File: src/rtl/cu_mem.sv
// cu_mem: memory stage of the core.
// Captures one EX result, then either passes it straight through, rejects it
// as a malformed or misaligned access, or runs one data-memory request.
// The request ends on dmem_ack or after a 16-cycle timeout. Each completion
// is presented to write-back as a single wb_valid pulse.
//
// Ports
//   soc_clk       sole clock, rising edge
//   MEM_reset_n   synchronous active-low reset
//   MEM_stall     blocks capture in IDLE, holds the DONE state
//   result_data   EX result (address for load/store, value otherwise)
//   result_ready  EX result valid this cycle
//   store_data    rs2 value for stores
//   mem_op        [4:3] class (none/load/store/invalid), [2:0] funct3
//   dmem_*        data memory request channel (word address, byte strobes)
//   wb_data       write-back value, held until the next completion
//   wb_valid      one-cycle pulse when a completion is handed to write-back
//   wb_reg_write  completion writes a register
//   mem_err       completion was an access error or a timeout
//   busy          a transaction is in flight (state is not IDLE)
module cu_mem (
    input  logic        soc_clk,
    input  logic        MEM_reset_n,
    input  logic        MEM_stall,
    input  logic [31:0] result_data,
    input  logic        result_ready,
    input  logic [31:0] store_data,
    input  logic [4:0]  mem_op,
    output logic        dmem_req,
    output logic        dmem_we,
    output logic [31:0] dmem_addr,
    output logic [31:0] dmem_wdata,
    output logic [3:0]  dmem_wstrb,
    input  logic [31:0] dmem_rdata,
    input  logic        dmem_ack,
    output logic [31:0] wb_data,
    output logic        wb_valid,
    output logic        wb_reg_write,
    output logic        mem_err,
    output logic        busy
);

    typedef enum logic [1:0] {
        ST_IDLE = 2'd0,
        ST_REQ  = 2'd1,
        ST_DONE = 2'd2
    } state_t;

    state_t      state_reg;
    logic [3:0]  cnt_reg;
    logic [2:0]  f3_reg;
    logic [1:0]  addr_lo_reg;

    // Decode of the incoming op; only used on the capture edge.
    logic [1:0]  op_class;
    logic [2:0]  op_f3;
    logic        f3_bad;
    logic        misaligned;
    logic        op_err;
    logic        op_store;

    assign op_class   = mem_op[4:3];
    assign op_f3      = mem_op[2:0];
    assign op_store   = (op_class == 2'b10);
    // Stores only have B/H/W; the unsigned encodings make no sense for them.
    assign f3_bad     = (op_f3 == 3'b011) || (op_f3 == 3'b110) || (op_f3 == 3'b111) ||
                        (op_store && op_f3[2]);
    // funct3[1:0]=01 covers both H and HU.
    assign misaligned = ((op_f3[1:0] == 2'b01) && result_data[0]) ||
                        ((op_f3[1:0] == 2'b10) && (result_data[1:0] != 2'b00));
    assign op_err     = (op_class == 2'b11) ||
                        ((op_class != 2'b00) && (f3_bad || misaligned));

    // Store byte lanes: B replicates the low byte everywhere, H replicates the
    // low halfword, W is taken as-is. The strobe picks the lane(s) that count.
    logic [7:0]  lane_byte [4];
    logic [31:0] store_wdata;
    logic [3:0]  store_strb;

    genvar gi;
    generate
        for (gi = 0; gi < 4; gi++) begin : g_lane
            assign lane_byte[gi] = (op_f3[1:0] == 2'b00) ? store_data[7:0] :
                                   (op_f3[1:0] == 2'b01) ? store_data[(gi % 2) * 8 +: 8] :
                                                           store_data[gi * 8 +: 8];
        end
    endgenerate

    assign store_wdata = {lane_byte[3], lane_byte[2], lane_byte[1], lane_byte[0]};

    always_comb begin
        case (op_f3[1:0])
            2'b00:   store_strb = 4'b0001 << result_data[1:0];
            2'b01:   store_strb = 4'b0011 << result_data[1:0];
            default: store_strb = 4'b1111;
        endcase
    end

    // Load alignment and extension from the latched funct3 and byte offset.
    logic [31:0] load_shifted;
    logic [31:0] load_value;

    assign load_shifted = dmem_rdata >> {addr_lo_reg, 3'b000};

    always_comb begin
        case (f3_reg)
            3'b000:  load_value = {{24{load_shifted[7]}}, load_shifted[7:0]};
            3'b001:  load_value = {{16{load_shifted[15]}}, load_shifted[15:0]};
            3'b100:  load_value = {24'h0, load_shifted[7:0]};
            3'b101:  load_value = {16'h0, load_shifted[15:0]};
            default: load_value = load_shifted;
        endcase
    end

    assign busy = (state_reg != ST_IDLE);

    always_ff @(posedge soc_clk) begin
        if (!MEM_reset_n) begin
            state_reg    <= ST_IDLE;
            cnt_reg      <= 4'd0;
            f3_reg       <= 3'd0;
            addr_lo_reg  <= 2'd0;
            dmem_req     <= 1'b0;
            dmem_we      <= 1'b0;
            dmem_addr    <= 32'h0;
            dmem_wdata   <= 32'h0;
            dmem_wstrb   <= 4'h0;
            wb_data      <= 32'h0;
            wb_valid     <= 1'b0;
            wb_reg_write <= 1'b0;
            mem_err      <= 1'b0;
        end else begin
            wb_valid <= 1'b0;
            case (state_reg)
                ST_IDLE: begin
                    if (result_ready && !MEM_stall) begin
                        f3_reg      <= op_f3;
                        addr_lo_reg <= result_data[1:0];
                        if (op_class == 2'b00) begin
                            wb_data      <= result_data;
                            wb_reg_write <= 1'b1;
                            mem_err      <= 1'b0;
                            state_reg    <= ST_DONE;
                        end else if (op_err) begin
                            wb_data      <= 32'h0;
                            wb_reg_write <= 1'b0;
                            mem_err      <= 1'b1;
                            state_reg    <= ST_DONE;
                        end else begin
                            dmem_req   <= 1'b1;
                            dmem_we    <= op_store;
                            dmem_addr  <= {result_data[31:2], 2'b00};
                            dmem_wdata <= op_store ? store_wdata : 32'h0;
                            dmem_wstrb <= op_store ? store_strb : 4'h0;
                            cnt_reg    <= 4'd0;
                            state_reg  <= ST_REQ;
                        end
                    end
                end
                ST_REQ: begin
                    // MEM_stall is deliberately not looked at: a bus request
                    // in flight always runs to ack or timeout.
                    if (dmem_ack) begin
                        dmem_req     <= 1'b0;
                        dmem_we      <= 1'b0;
                        wb_data      <= dmem_we ? 32'h0 : load_value;
                        wb_reg_write <= !dmem_we;
                        mem_err      <= 1'b0;
                        state_reg    <= ST_DONE;
                    end else if (cnt_reg == 4'd15) begin
                        dmem_req     <= 1'b0;
                        dmem_we      <= 1'b0;
                        wb_data      <= 32'h0;
                        wb_reg_write <= 1'b0;
                        mem_err      <= 1'b1;
                        state_reg    <= ST_DONE;
                    end else begin
                        cnt_reg <= cnt_reg + 4'd1;
                    end
                end
                ST_DONE: begin
                    if (!MEM_stall) begin
                        wb_valid  <= 1'b1;
                        state_reg <= ST_IDLE;
                    end
                end
                default: begin
                    state_reg <= ST_IDLE;
                end
            endcase
        end
    end

endmodule

File: config.mk
export PLATFORM = sky130hd
export DESIGN_NAME = cu_mem
export DESIGN_NICKNAME = d
export VERILOG_FILES = /design/src/rtl/cu_mem.sv
export SDC_FILE = /design/constraint.sdc
export NUM_CORES = 1
export LEC_CHECK = 0
export CAP_MARGIN = 0
export CORE_AREA = 2 2 113 115
export CTS_BUF_LIST = sky130_fd_sc_hd__clkbuf_16
export DETAILED_ROUTE_END_ITERATION = 7
export DIE_AREA = 0 0 115 117
export PLACE_DENSITY_LB_ADDON = 0.12
export SYNTH_ARGS = -nofsm -noshare
export SYNTH_HDL_FRONTEND = slang
export SYNTH_SLANG_ARGS = --single-unit
File: constraint.sdc
create_clock -name soc_clk -period 2.3 [get_ports soc_clk]
set_input_delay 0.46 -clock soc_clk [delete_from_list [all_inputs] [get_ports soc_clk]]
set_output_delay 0.46 -clock soc_clk [all_outputs]
set_load 0.05 [all_outputs]
==> results by stage, run 1 <==
Placed design:
- Routability-driven placement finished with a final weighted congestion of 0.867.
- Timing analysis after detailed placement gives a worst setup slack of -0.145 ns.
- After legalization and detailed placement, the total HPWL measured 12.9 mm.
- The count of buffers added on input and output ports is 209.
- Summing all placed instances gives a cell area of 7750 sq um.

Floorplanning:
- The number of top-level design ports is 212.
- The floorplan die height is 117 um.
- After floorplanning, the core was sized to cover 12300 sq um.
- Measured along the x axis, the die boundary spans 115 um.
- After floorplanning, the core was divided into 41 placement rows.
- The overall die area is 13500 sq um.
- The initial utilization of the core area, before any placement, comes to 43.2%.

Worst setup path:
- The highest fanout seen on the critical path is 2.
- The worst reg2reg path depth is 7.
- The logic depth of the worst setup path including buffers is 1.
- At the worst endpoint, the arrival time is 1.62 ns.
- In this design, the stage delay of the slowest critical-path cell is 0.86 ns.
- The endpoint class of the critical path is a primary output.
- The launching element type of the critical path is a flop.
- Grouping stages by cell kind, the critical path spends the most delay in buffers and inverters.
- The type of the worst setup path is reg2out.
- The number of buffers and inverters on the critical path is 1.
- Traced cell by cell, the critical path runs through clkdlybuf4s50_1.
- Data on the critical path is required at its endpoint by 1.84 ns.
- The slowest stage of the critical path belongs to the cell clkdlybuf4s50_1.

Logic synthesis:
- The synthesized netlist devotes 0.235% of its cell area to adder and majority cells.
- In the synthesized netlist the dominant register cell turns out to be dfxtp_1.
- The register bit count reported by yosys is 114.
- A synthesized cell averages 8.08 sq um.
- The xor/xnor share of the synthesized area is 0.165%.
- The number of warning messages in the yosys log is 0.
- The number of flops mapped to enable cells by yosys is 0.
- The main combinational cell family by area after synthesis is compound AO/OA/AOI/OAI gates.
- Counting flops with an async set or reset pin after synthesis yields a share of 0%.
- The share of the synthesized area in compound gates (AO/OA/AOI/OAI) is 22.9%.
- The sequential share of the synthesized area is 42.9%.
- The multiplexer share of the synthesized area is 9.68%.
- After synthesis, the netlist uses 53 different library cells.
- Summing every instance area after synthesis gives 5320 sq um.
- The synthesized netlist cell count is 659.
- The synthesized netlist devotes 19.0% of its cell area to simple gates.

Detailed routing:
- Summing over every cut layer, the via total after detailed routing is 5698.
- The starting DRC count in detailed routing is 385.
- The DRC violation count after routing is 0.
- After detailed routing, the total wire length is 18.0 mm.
- The number of detailed-routing iterations run before antenna repair is 5.
- The via density per instance is 5.51.
- The routed wire length per instance is 17.4 um.
- In this run the remaining antenna-violating nets after routing total 0.

CTS:
- The buffer type at the clock tree root is clkbuf_16.
- In this run the number of H-tree levels came out at 4.
- The number of gates resized after CTS is 0.
- Buffers inserted to repair hold after CTS numbered 0.
- The number of buffers on the longest clock path is 2.
- The clock-pin slew on the worst setup and hold paths is 0.05 ns.
- After clock tree synthesis, the setup repair step added 0 buffers.
- Clock latency on the worst-skew pair, taken at its later pin, is 0.41 ns.
- TritonCTS built the clock tree.
- The number of sinks driven by the clock tree is 114.
- Buffers inserted during clock tree synthesis total 17.

Min path:
- Counting instances, the worst hold path has a depth of 2.
- The type of the worst min-delay path is reg2reg.

Global route:
- The largest net degree at the start of global routing is 53.
- For this run the aggregate overflow at the end of global routing stands at 0.
- The overall routing resource usage is 26.3%.
- The initial antenna violation count is 0.
- The number of global-route vias before repair was 5530.
- The global-route wire length before repair is 27.9 mm.

Power and ir drop:
- The power density relative to cell area is 751 nW/um^2.
- Across the VDD grid, the largest voltage drop is 0.426 mV.
- The internal portion of the total power is 4.68 mW.
- In this run the power spent charging and discharging nets is 1.66 mW.
- Of the total power, registers draw 33.2%.
- The clock network accounts for 48.4% of the total power.
- The leakage power of the design is 2.98 nW.
- Net switching is 26.1% of the power.
- The power share of the combinational group is 18.3%.

Final layout:
- The largest registers in the layout are dmem_wdata: 32 flops, wb_data: 32 flops, dmem_addr: 30 flops.
- The layout overhead on the synthesized area is 58.6%.
- Summing all non-filler instances in the final layout gives an area of 8440 sq um.
- 0 antenna diodes ended up in the layout.
- For this run, the post-layout net count is 979.
- The fraction of final layout cells sized beyond drive strength 1 is 11.5%.

STA:
- The relative max-transition margin is 55.3%.
- The number of pins exceeding their max-slew limit in the final report is 0.
- Between clock sinks in the finished design, the worst skew comes to 0.00540 ns.
- Setup slack on the critical path of the routed design comes to 0.225 ns.
- The actual transition at the worst max-transition pin is 0.671 ns.
- Of the available clock period, the critical path in the final layout requires 90.2%.
- The time the final worst path needs with I/O delays and setup is 2.08 ns.
- The final hold violation count is 0.
- Setup repair after global routing left no endpoint under its margin.
- Setup violations remaining at the end of the flow were counted as 0.
- Derived from the worst setup path, the maximum achievable clock frequency is 0.482 GHz.

Outcome:
- The flow ran to the end, and the final reports show no timing, DRC or antenna violations.

Run:
- The count of maximum capacitance violations is 0.
==> tightest hold or removal path, delay by kind of cell, from the launching register on <==
family / cells / cell delay, ns
flip-flops: 1 / 0.30
AND/OR/NAND/NOR: 1 / 0.05
AO/OA/AOI/OAI: 1 / 0.05
==> cell usage in the layout, fill, tap and decap left out, drive strengths merged, types with 2 or more instances in the layout <==
cell           Yosys  layout
a21boi             2       2
clkbuf            35      17
o31ai              3       3
a22oi              8       8
a21oi            104     104
nand2            110     110
clkinv             0       4
clkdlybuf4s50      0     208
conb               1       2
bufinv             0       7
nor3              10      10
o21ai             44      44
mux2              18      18
nand4              2       2
or4                2       2
nand2b             3       3
nor2              40      40
a211oi            21      21
inv                6       6
nor2b             11      11
buf               20      40
o32ai              2       2
nand3             36      36
or2                2       2
dfxtp            114     114
mux2i             29      29
clkinvlp           0       4
a221oi            10      10
o211ai             3       3
nor4               2       2
==> cell families after synthesis <==
kind of cell / Yosys count
multiplexers: 48
adder cells (fa/ha/maj): 1
flip-flops: 114
AO/OA/AOI/OAI: 206
AND/OR/NAND/NOR: 227
other: 1
XOR/XNOR: 1
buffers and inverters: 61
==> power groups by stage <==
stage / sequential, mW / combinational (mW) / clock (mW)
finish: 2.11 / 1.16 / 3.07
global route: 2.12 / 1.23 / 3.19
CTS: 2.11 / 1.16 / 3.09
detailed placement: 2.15 / 1.15 / 0
global placement: 2.14 / 1.13 / 0
floorplan: 2.39 / 0.388 / 0
==> Yosys cell counts, types with 2 or more instances <==
cell      count  area (sq um)
a211oi_1     21           158
a21oi_1     104           521
a221oi_1     10          87.6
a22oi_1       8          60.1
buf_2        13          65.1
buf_4         6          45.0
clkbuf_1     35           131
dfxtp_1     114          2280
inv_1         5          18.8
mux2_2       18           203
mux2i_1      29           290
nand2_1     110           413
nand2b_1      3          18.8
nand3_1      36           180
nand4_1       2          12.5
nor2_1       40           150
nor2b_1      11          68.8
nor3_1       10          50.1
nor4_1        2          12.5
o211ai_1      3          22.5
o21ai_0      44           220
o31ai_1       3          22.5
or4_1         2          15.0
==> metal layers <==
layer | wire, um | global-route usage, %
met1 | 7410 | 31.7
met2 | 8770 | 44.5
met3 | 1470 | 7.98
met4 | 394 | 9.80
met5 | 0 | 0
==> final cells by class <==
type	count	area (sq um)
fill	1039	3870
multi-input combinational	485	2790
timing repair buffer	248	2470
sequential	114	2280
clock buffer	17	425
clock inverter	15	263
tap	150	188
inverter	6	22.5
==> per-stage QoR <==
step                setup TNS [ns]  power (mW)  instances  util [%]  hold WS, ns
floorplan                        0        2.78        660         -        0.448
global placement            -0.382        3.28       1003      63.0        0.438
detailed placement           -2.83        3.30       1003      63.0        0.445
CTS                              0        6.36       1035      68.6        0.453
global route                     0        6.53       1035      68.6        0.468
finish                           0        6.34       1035      68.6        0.450
==> worst paths after layout <==
path | slack [ns] | from | to
worst min register to register | 0.45 | dmem_addr[2] | dmem_addr[2]
worst min-delay path | 0.45 | dmem_addr[2] | dmem_addr[2]
worst max-delay path | 0.22 | dmem_wdata[31] | dmem_wdata[31]
worst max register to register | 0.35 | cnt_reg[0] | wb_data[23]
Note: power is estimated with default switching activity, not from simulation.
==> run 2: changes to the inputs <==
--- a/config.mk
+++ b/config.mk
@@ -5,12 +5,13 @@
 export SDC_FILE = /design/constraint.sdc
 export NUM_CORES = 1
 export LEC_CHECK = 0
-export CAP_MARGIN = 0
+export CAP_MARGIN = 10
 export CORE_AREA = 2 2 113 115
 export CTS_BUF_LIST = sky130_fd_sc_hd__clkbuf_16
 export DETAILED_ROUTE_END_ITERATION = 7
 export DIE_AREA = 0 0 115 117
 export PLACE_DENSITY_LB_ADDON = 0.12
+export SETUP_SLACK_MARGIN = 0.4
 export SYNTH_ARGS = -nofsm -noshare
 export SYNTH_HDL_FRONTEND = slang
 export SYNTH_SLANG_ARGS = --single-unit
==> run 2 against run 1 <==
  * Non-clock buffer count grew 7
  * Cell count grew 0.39%
  * Clock-buffer cell count is the same
  * Sequential share of layout area grew 0.32 points
  * Clock power shrank 19%
  * Flip-flop and latch count is the same
  * Largest power group unchanged
  * Sequential power is essentially flat
==> results by stage, run 2 (synthesis gave the netlist of run 1 again) <==
Floorplanning:
- The starting density of the core is 43.2% (unchanged).
- The number of top-level design ports is 212 (unchanged).
- The width of the die is 115 um (unchanged).
- The number of cell rows is 41 (unchanged).
- The overall die area is 13500 sq um (unchanged).
- The core outline area is 12300 sq um (unchanged).
- The floorplan die height was 117 um (unchanged).

STA:
- The number of pins exceeding their max-slew limit in the final report is 0 (unchanged).
- The peak clock frequency supported by timing was 0.515 GHz (+6.9%).
- The post-route fraction of the period consumed by the critical path is 84.4% (-5.8 points).
- The post-route clock skew was 0.0118 ns (+0.00638 ns).
- The worst hold slack is 0.450 ns (-0.000492 ns).
- The total setup violations reported at the end of the flow was 0 (unchanged).
- The sum of negative setup slack is 0 ns (unchanged).
- The actual transition at the worst max-transition pin is 0.631 ns (-0.0396 ns).
- The relative max-transition margin came to 57.8% (+2.5 points).
- Setup repair after global routing could not meet its margin everywhere.
- The time the final worst path needs with I/O delays and setup is 1.94 ns (-0.134 ns).
- The final hold violation count came to 0 (unchanged).

Worst setup path:
- The endpoint class of the critical path is a flop.
- The register-to-register setup slack is 0.42 ns (+0.07 ns).
- Tracing the worst setup path back leads to its startpoint at result_ready.
- The launching point of the worst reg2reg path is cnt_reg[0].
- The slowest stage cell on the critical path is clkdlybuf4s50_1.
- The worst stage delay on the critical path is 0.50 ns (-0.36 ns).
- The setup path with the least slack is of type in2reg.
- Walking the worst path, the cells encountered are clkdlybuf4s50_1 > nor2b_1 > o221ai_1 > buf_4 > a31oi_4 > clkbuf_16 > nor2_1 > nor3_1.
- The data required time at the worst endpoint is 2.63 ns (+0.79 ns).
- The highest fanout seen on the critical path is 16 (+14).
- The worst endpoint data arrival time is 2.27 ns (+0.65 ns).
- The worst reg2reg path depth was 8 (+1).
- The launching element type of the critical path is a primary input.
- The endpoint of the worst register-to-register path is wb_data[3].

Power and ir drop:
- The power share of the sequential group is 36.6% (+3.4 points).
- The leakage power of the design came to 3.50 nW (+17%).
- The power density relative to cell area is 689 nW/um^2 (-8.3%).
- The power share of the combinational group was 20.1% (+1.8 points).
- The clock group share of total power is 43.3% (-5.1 points).
- The maximum VDD drop is 0.510 mV (+20%).
- The switching share of power was 27.4% (+1.3 points).
- The internal power contribution came to 4.18 mW (-11%).
- The power spent charging and discharging nets is 1.58 mW (-4.6%).

Detailed routing:
- The via density per instance came to 5.69 (+3.4%).
- The number of detailed-routing iterations run before antenna repair was 5 (unchanged).
- The via count is 5912 (+3.8%).
- The routed wire length per instance is 17.8 um (+2.1%).
- The starting DRC count in detailed routing was 650 (+69%).
- The antenna violation net count after detailed routing came to 0 (unchanged).
- The aggregate routed wire length came to 18.5 mm (+2.5%).
- The DRC violation count after routing is 0 (unchanged).

Final layout:
- The fraction of final layout cells sized beyond drive strength 1 is 12.7% (+1.2 points).
- The most common cell after layout, fill and taps aside is dfxtp_1.
- The final instance count without filler cells is 1039 (+0.39%).
- The final standard cell area without fillers is 8360 sq um (-0.99%).
- The final design utilization is 67.9% (-0.68 points).
- The largest registers in the layout are dmem_wdata: 32 flops, wb_data: 32 flops, dmem_addr: 30 flops.
- In the layout the commonest cells are dfxtp_1, nand2_1, dlygate4sd2_1.
- From synthesis to final layout, the design area changed by 57.0%.
- The number of nets in the layout is 986 (+0.72%).
- The number of fillers in the final layout is 1022 (-1.6%).
- The antenna cell count came to 0 (unchanged).

Global route:
- The global-route wire length before repair was 27.8 mm (-0.64%).
- The initial antenna violation count is 0 (unchanged).
- The sum of overflow across all layers after global routing is 0 (unchanged).
- The largest net degree at the start of global routing is 61 (+15%).
- The number of global-route vias before repair is 5436 (-1.7%).
- The overall routing resource usage was 26.3% (+0.035 points).

CTS:
- The clock tree from TritonCTS is done.
- The number of H-tree levels is 4 (unchanged).
- The number of CTS-inserted buffers is 17 (unchanged).
- The buffer type at the clock tree root is clkbuf_16.
- The cts-stage hold buffer count is 0 (unchanged).
- The number of buffers on the longest clock path came to 2 (unchanged).
- The clock latency on the worst-skew pair is 0.41 ns (about the same).
- The number of sinks driven by the clock tree is 114 (unchanged).
- The clock-pin slew on the worst setup and hold paths is 0.05 ns (about the same).

Placed design:
- The number of buffers added on ports was 209 (unchanged).
- The total placed instance area is 7760 sq um (+0.13%).
- The routability congestion estimate from global placement is 0.903 (+4.2%).
- The post-placement cell count is 1006 (+0.30%).
- The detailed placement HPWL is 13.0 mm (+0.84%).

Min path:
- The startpoint of the worst hold path is dmem_addr[26].
- The type of the worst min-delay path is reg2reg.
- For hold timing, the worst endpoint is dmem_addr[26].
- The number of cells on the worst hold path was 2 (unchanged).

Outcome:
- The run finished with clean final reports.

Run:
- The count of maximum capacitance violations is 0 (unchanged).
## run 2: cell count changes in the layout (fill, tap and decap cells not counted), moves of 3 or more
cell / before / now
clkdlybuf4s50_1: 208 / 99
dlygate4sd2_1: 0 / 106
buf_6: 0 / 4
bufinv_16: 7 / 3
clkinv_1: 1 / 5
clkinvlp_4: 4 / 0
dfxtp_1: 114 / 111
dfxtp_2: 0 / 3
dlymetal6s2s_1: 0 / 3
## run 2: repair_timing
item | CTS | global route
gates cloned | 1 | 2
setup endpoints to repair | 177 | 104
buffers inserted | 0 | 1
pin swaps | 3 | 6
gates resized for setup | 111 | 21
## run 2: final cells by class
| class | instances | area [sq um] | area share, % |
|---|---|---|---|
| multi-input combinational | 485 | 2840 | 34.0 |
| timing repair buffer | 255 | 2470 | 29.5 |
| sequential | 114 | 2290 | 27.4 |
| clock buffer | 17 | 425 | 5.09 |
| tap | 150 | 188 | 2.25 |
| clock inverter | 12 | 126 | 1.51 |
| inverter | 6 | 22.5 | 0.269 |
## run 2: critical path, delay by kind of cell
| kind | cells | cell delay (ns) |
|---|---|---|
| AO/OA/AOI/OAI | 2 | 0.46 |
| buffers and inverters | 3 | 0.94 |
| AND/OR/NAND/NOR | 3 | 0.41 |
## run 2: worst max path at each step
stage,end,slack [ns],cells after the start
final,wb_data[3],0.36,8
after global routing,wb_data[22],0.32,8
after CTS,cnt_reg[0],0.41,8
after detailed placement,dmem_wdata[12],-0.13,7
after global placement,dmem_wdata[3],-0.07,7
after floorplan,dmem_wdata[22],0.43,7
## run 2: power groups by stage
stage	Combinational, mW	Sequential [mW]	Clock (mW)
6_report	1.16	2.11	2.49
5_1_grt	1.22	2.11	2.61
4_1_cts	1.12	2.10	2.52
3_5_place_dp	1.16	2.15	0
3_3_place_gp	1.14	2.14	0
2_1_floorplan	0.388	2.39	0
## run 2: per-stage QoR
stage	setup WS, ns	total power, mW
after global routing	0.323	5.95
after detailed placement	-0.128	3.30
final	0.359	5.76
after global placement	-0.0725	3.28
after CTS	0.406	5.74
after floorplan	0.434	2.78
## run 2: routing by layer
layer  up-vias  GRT usage (%)  wire length (um)
li1       2781              -                 -
met1      2786           33.2              7590
met2       312           43.7              8890
met3        33           7.88              1740
met4         0           8.11               286
met5         -              0                 0
==> run 3: changes to the inputs <==
--- a/config.mk
+++ b/config.mk
@@ -6,10 +6,10 @@
 export NUM_CORES = 1
 export LEC_CHECK = 0
 export CAP_MARGIN = 10
-export CORE_AREA = 2 2 113 115
+export CORE_AREA = 2 2 119 121
 export CTS_BUF_LIST = sky130_fd_sc_hd__clkbuf_16
 export DETAILED_ROUTE_END_ITERATION = 7
-export DIE_AREA = 0 0 115 117
+export DIE_AREA = 0 0 121 123
 export PLACE_DENSITY_LB_ADDON = 0.12
 export SETUP_SLACK_MARGIN = 0.4
 export SYNTH_ARGS = -nofsm -noshare
==> constraint.sdc (replaced) <==
create_clock -name soc_clk -period 1.6 [get_ports soc_clk]
set_input_delay 0.32 -clock soc_clk [delete_from_list [all_inputs] [get_ports soc_clk]]
set_output_delay 0.32 -clock soc_clk [all_outputs]
set_load 0.05 [all_outputs]
==> run 3 against run 2 <==
  * The flow now finishes with violations (setup timing)
  * Setup slack lost 0.69 ns
  * Flip-flop and latch count is the same
  * Sequential power grew 45%
  * Critical path type is now reg2reg
  * Largest cell class is now non-clock buffers
  * Combinational power grew 130%
  * Utilization grew 21 points
  * Non-clock buffer count grew 148
==> results by stage, run 3 (synthesis gave the netlist of run 1 again) <==
Outcome:
- The run finished, with violations left.
- The checks that failed: setup timing.

CTS:
- The number of sinks driven by the clock tree is 114 (unchanged).
- The cts-stage hold buffer count was 0 (unchanged).
- The number of buffers on the longest clock path is 2 (unchanged).
- The clock latency on the worst-skew pair came to 0.42 ns (about the same).
- The clock-pin slew on the worst setup and hold paths is 0.06 ns (about the same).
- The number of H-tree levels was 4 (unchanged).
- CTS placed an instance of clkbuf_16 at the clock tree root.
- The number of CTS-inserted buffers is 17 (unchanged).
- TritonCTS built the clock tree.

STA:
- The worst hold slack came to 0.422 ns (-0.0278 ns).
- The actual transition at the worst max-transition pin is 0.604 ns (-0.0276 ns).
- Dividing the final minimum period by the clock period gives 121%.
- The relative max-transition margin came to 59.7% (+1.9 points).
- The peak clock frequency supported by timing is 0.518 GHz.
- The post-route clock skew is 0.00663 ns (-0.00514 ns).
- The total setup violations reported at the end of the flow is 107 (+107).
- After layout, the minimum clock period comes to 1.93 ns.
- The number of pins exceeding their max-slew limit in the final report is 0 (unchanged).
- The final critical-path setup slack is -0.329 ns (-0.688 ns).
- The final hold violation count is 0 (unchanged).
- Setup repair after global routing could not meet its margin everywhere.

Detailed routing:
- The antenna violation net count after detailed routing is 0 (unchanged).
- The via count is 7240 (+22%).
- The DRC violation count after routing is 0 (unchanged).
- The number of detailed-routing iterations run before antenna repair came to 6 (+1).
- The via density per instance was 5.93 (+4.2%).
- The aggregate routed wire length is 29.2 mm (+58%).
- The starting DRC count in detailed routing is 741 (+14%).
- The routed wire length per instance was 23.9 um (+34%).

Min path:
- The type of the worst min-delay path is in2reg.
- The number of cells on the worst hold path is 3 (+1).

Global route:
- The sum of overflow across all layers after global routing is 0 (unchanged).
- The overall routing resource usage is 31.6% (+5.3 points).
- The global-route wire length before repair is 36.3 mm (+31%).
- The number of global-route vias before repair is 6700 (+23%).
- The initial antenna violation count came to 0 (unchanged).
- The largest net degree at the start of global routing came to 68 (+11%).

Worst setup path:
- For this design, the slowest cell found on the critical path is dfxtp_2.
- The worst endpoint data arrival time is 2.26 ns (about the same).
- The worst stage delay on the critical path was 0.35 ns (-0.15 ns).
- STA classifies the critical path endpoint as a flop.
- The worst reg2reg path depth is 10 (+2).
- The highest fanout seen on the critical path is 8 (-8).
- The critical path goes through ha_4 > and3_4 > o221ai_4 > buf_6 > a31oi_4 > buf_6 > buf_12 > buf_16 > o21ai_2 > a21oi_1.
- The critical path is of the reg2reg type.
- The worst setup path is launched from a flop.
- The cell family contributing the most delay on the critical path is compound AO/OA/AOI/OAI gates.
- The cell occurring most often along the worst timing path is buf_6.
- The count of buffering cells on the critical path with inverters included is 4 (+1).
- The data required time at the worst endpoint is 1.93 ns (-0.70 ns).
- The logic depth of the worst setup path including buffers came to 10 (+2).

Final layout:
- The number of fillers in the final layout was 548 (-46%).
- The antenna cell count was 0 (unchanged).
- Leaving out fill and tap cells, the most frequent cell in the layout is buf_4.
- The layout overhead on the synthesized area is 128%.
- The final standard cell area without fillers came to 12100 sq um (+45%).
- The area taken by multi-input logic gates is 3890 sq um (+37%).
- The fraction of final layout cells sized beyond drive strength 1 came to 62.6% (+50 points).
- The final instance count without filler cells is 1221 (+18%).
- Leaving out fill and tap cells, the most frequent cells in the layout are buf_4, buf_8, clkdlybuf4s50_1.
- The largest registers in the layout are dmem_wdata: 32 flops, wb_data: 32 flops, dmem_addr: 30 flops.
- The sequential standard cell area is 2520 sq um (+10%).
- The number of nets in the layout is 1136 (+15%).
- The final design utilization is 89.1% (+21 points).

Floorplanning:
- The number of top-level design ports is 212 (unchanged).
- The floorplan die height is 123 um (+5.1%).
- The core outline area was 13600 sq um (+11%).
- The number of cell rows is 43 (+4.9%).
- The width of the die is 121 um (+5.2%).
- The starting density of the core is 39.1% (-4.1 points).
- The overall die area is 14900 sq um (+11%).

Power and ir drop:
- The power density relative to cell area is 777 nW/um^2 (+13%).
- The maximum VDD drop is 0.722 mV (+42%).
- The leakage power of the design is 4.65 nW (+33%).
- The total design power came to 9.43 mW (+64%).

Placed design:
- The detailed placement HPWL is 13.6 mm (+4.9%).
- The routability congestion estimate from global placement is 0.866 (-4.1%).
- The post-placement cell count is 1065 (+5.9%).
- The total placed instance area came to 8040 sq um (+3.5%).
- The number of buffers added on ports is 209 (unchanged).

Run:
- The count of maximum capacitance violations was 0 (unchanged).
## run 3: cell types whose count changed in the layout (fill, tap and decap cells not counted), moves of 39 or more
cell,delta
dfxtp_4,+41
dfxtp_2,+64
dlygate4sd2_1,-99
a21oi_1,-39
dfxtp_1,-105
nand2_1,-50
buf_8,+98
buf_4,+88
## run 3: power by group
group / switching (mW) / internal [mW]
Sequential: 0.130 / 2.93
Combinational: 1.39 / 1.33
Clock: 1.41 / 2.24
Total: 2.93 / 6.50
## run 3: worst min-delay path, delay by kind of cell
| kind | cells | cell delay (ns) |
|---|---|---|
| simple gates | 1 | 0.04 |
| buf+inv | 2 | 0.44 |
## run 3: worst paths after layout
check | from | to | slack [ns]
hold / removal | MEM_stall | wb_valid | 0.42
setup / recovery | cnt_reg[1] | wb_data[25] | -0.33
hold reg to reg | dmem_wdata[29] | dmem_wdata[29] | 0.47
setup reg to reg | cnt_reg[1] | wb_data[25] | -0.33
## run 3: what timing repair did
| item | in CTS | in global routing |
|---|---|---|
| setup endpoints to repair | 217 | 217 |
| pin swaps | 86 | 37 |
| gates resized for setup | 381 | 277 |
| cloned | 21 | 5 |
| setup buffers | 46 | 53 |
## run 3: per-stage QoR
stage          setup slack (ns)  setup TNS (ns)
6_report                 -0.329          -20.74
5_1_grt                  -0.375          -24.77
4_1_cts                 -0.0925           -5.50
3_5_place_dp             -0.673          -63.78
3_3_place_gp             -0.584          -58.96
2_1_floorplan           -0.0783           -3.97
## run 3: layout make-up
type | count | area share, %
Sequential cell | 114 | 20.8
Multi-Input combinational cell | 487 | 32.1
Timing Repair Buffer | 403 | 40.5
Clock buffer | 17 | 3.51
Clock inverter | 14 | 1.01
Inverter | 6 | 0.217
Tap cell | 180 | 1.86
## run 3: routing by layer
metal / routed length, um / vias to the layer above / part of all wire (%) / global-route usage (%)
met5: 0 / - / 0 / 0
met4: 1260 / 0 / 4.3 / 12.6
met3: 2460 / 109 / 8.4 / 7.10
met2: 14900 / 473 / 51 / 54.9
met1: 10600 / 3546 / 36 / 37.8
li1: - / 3112 / - / -
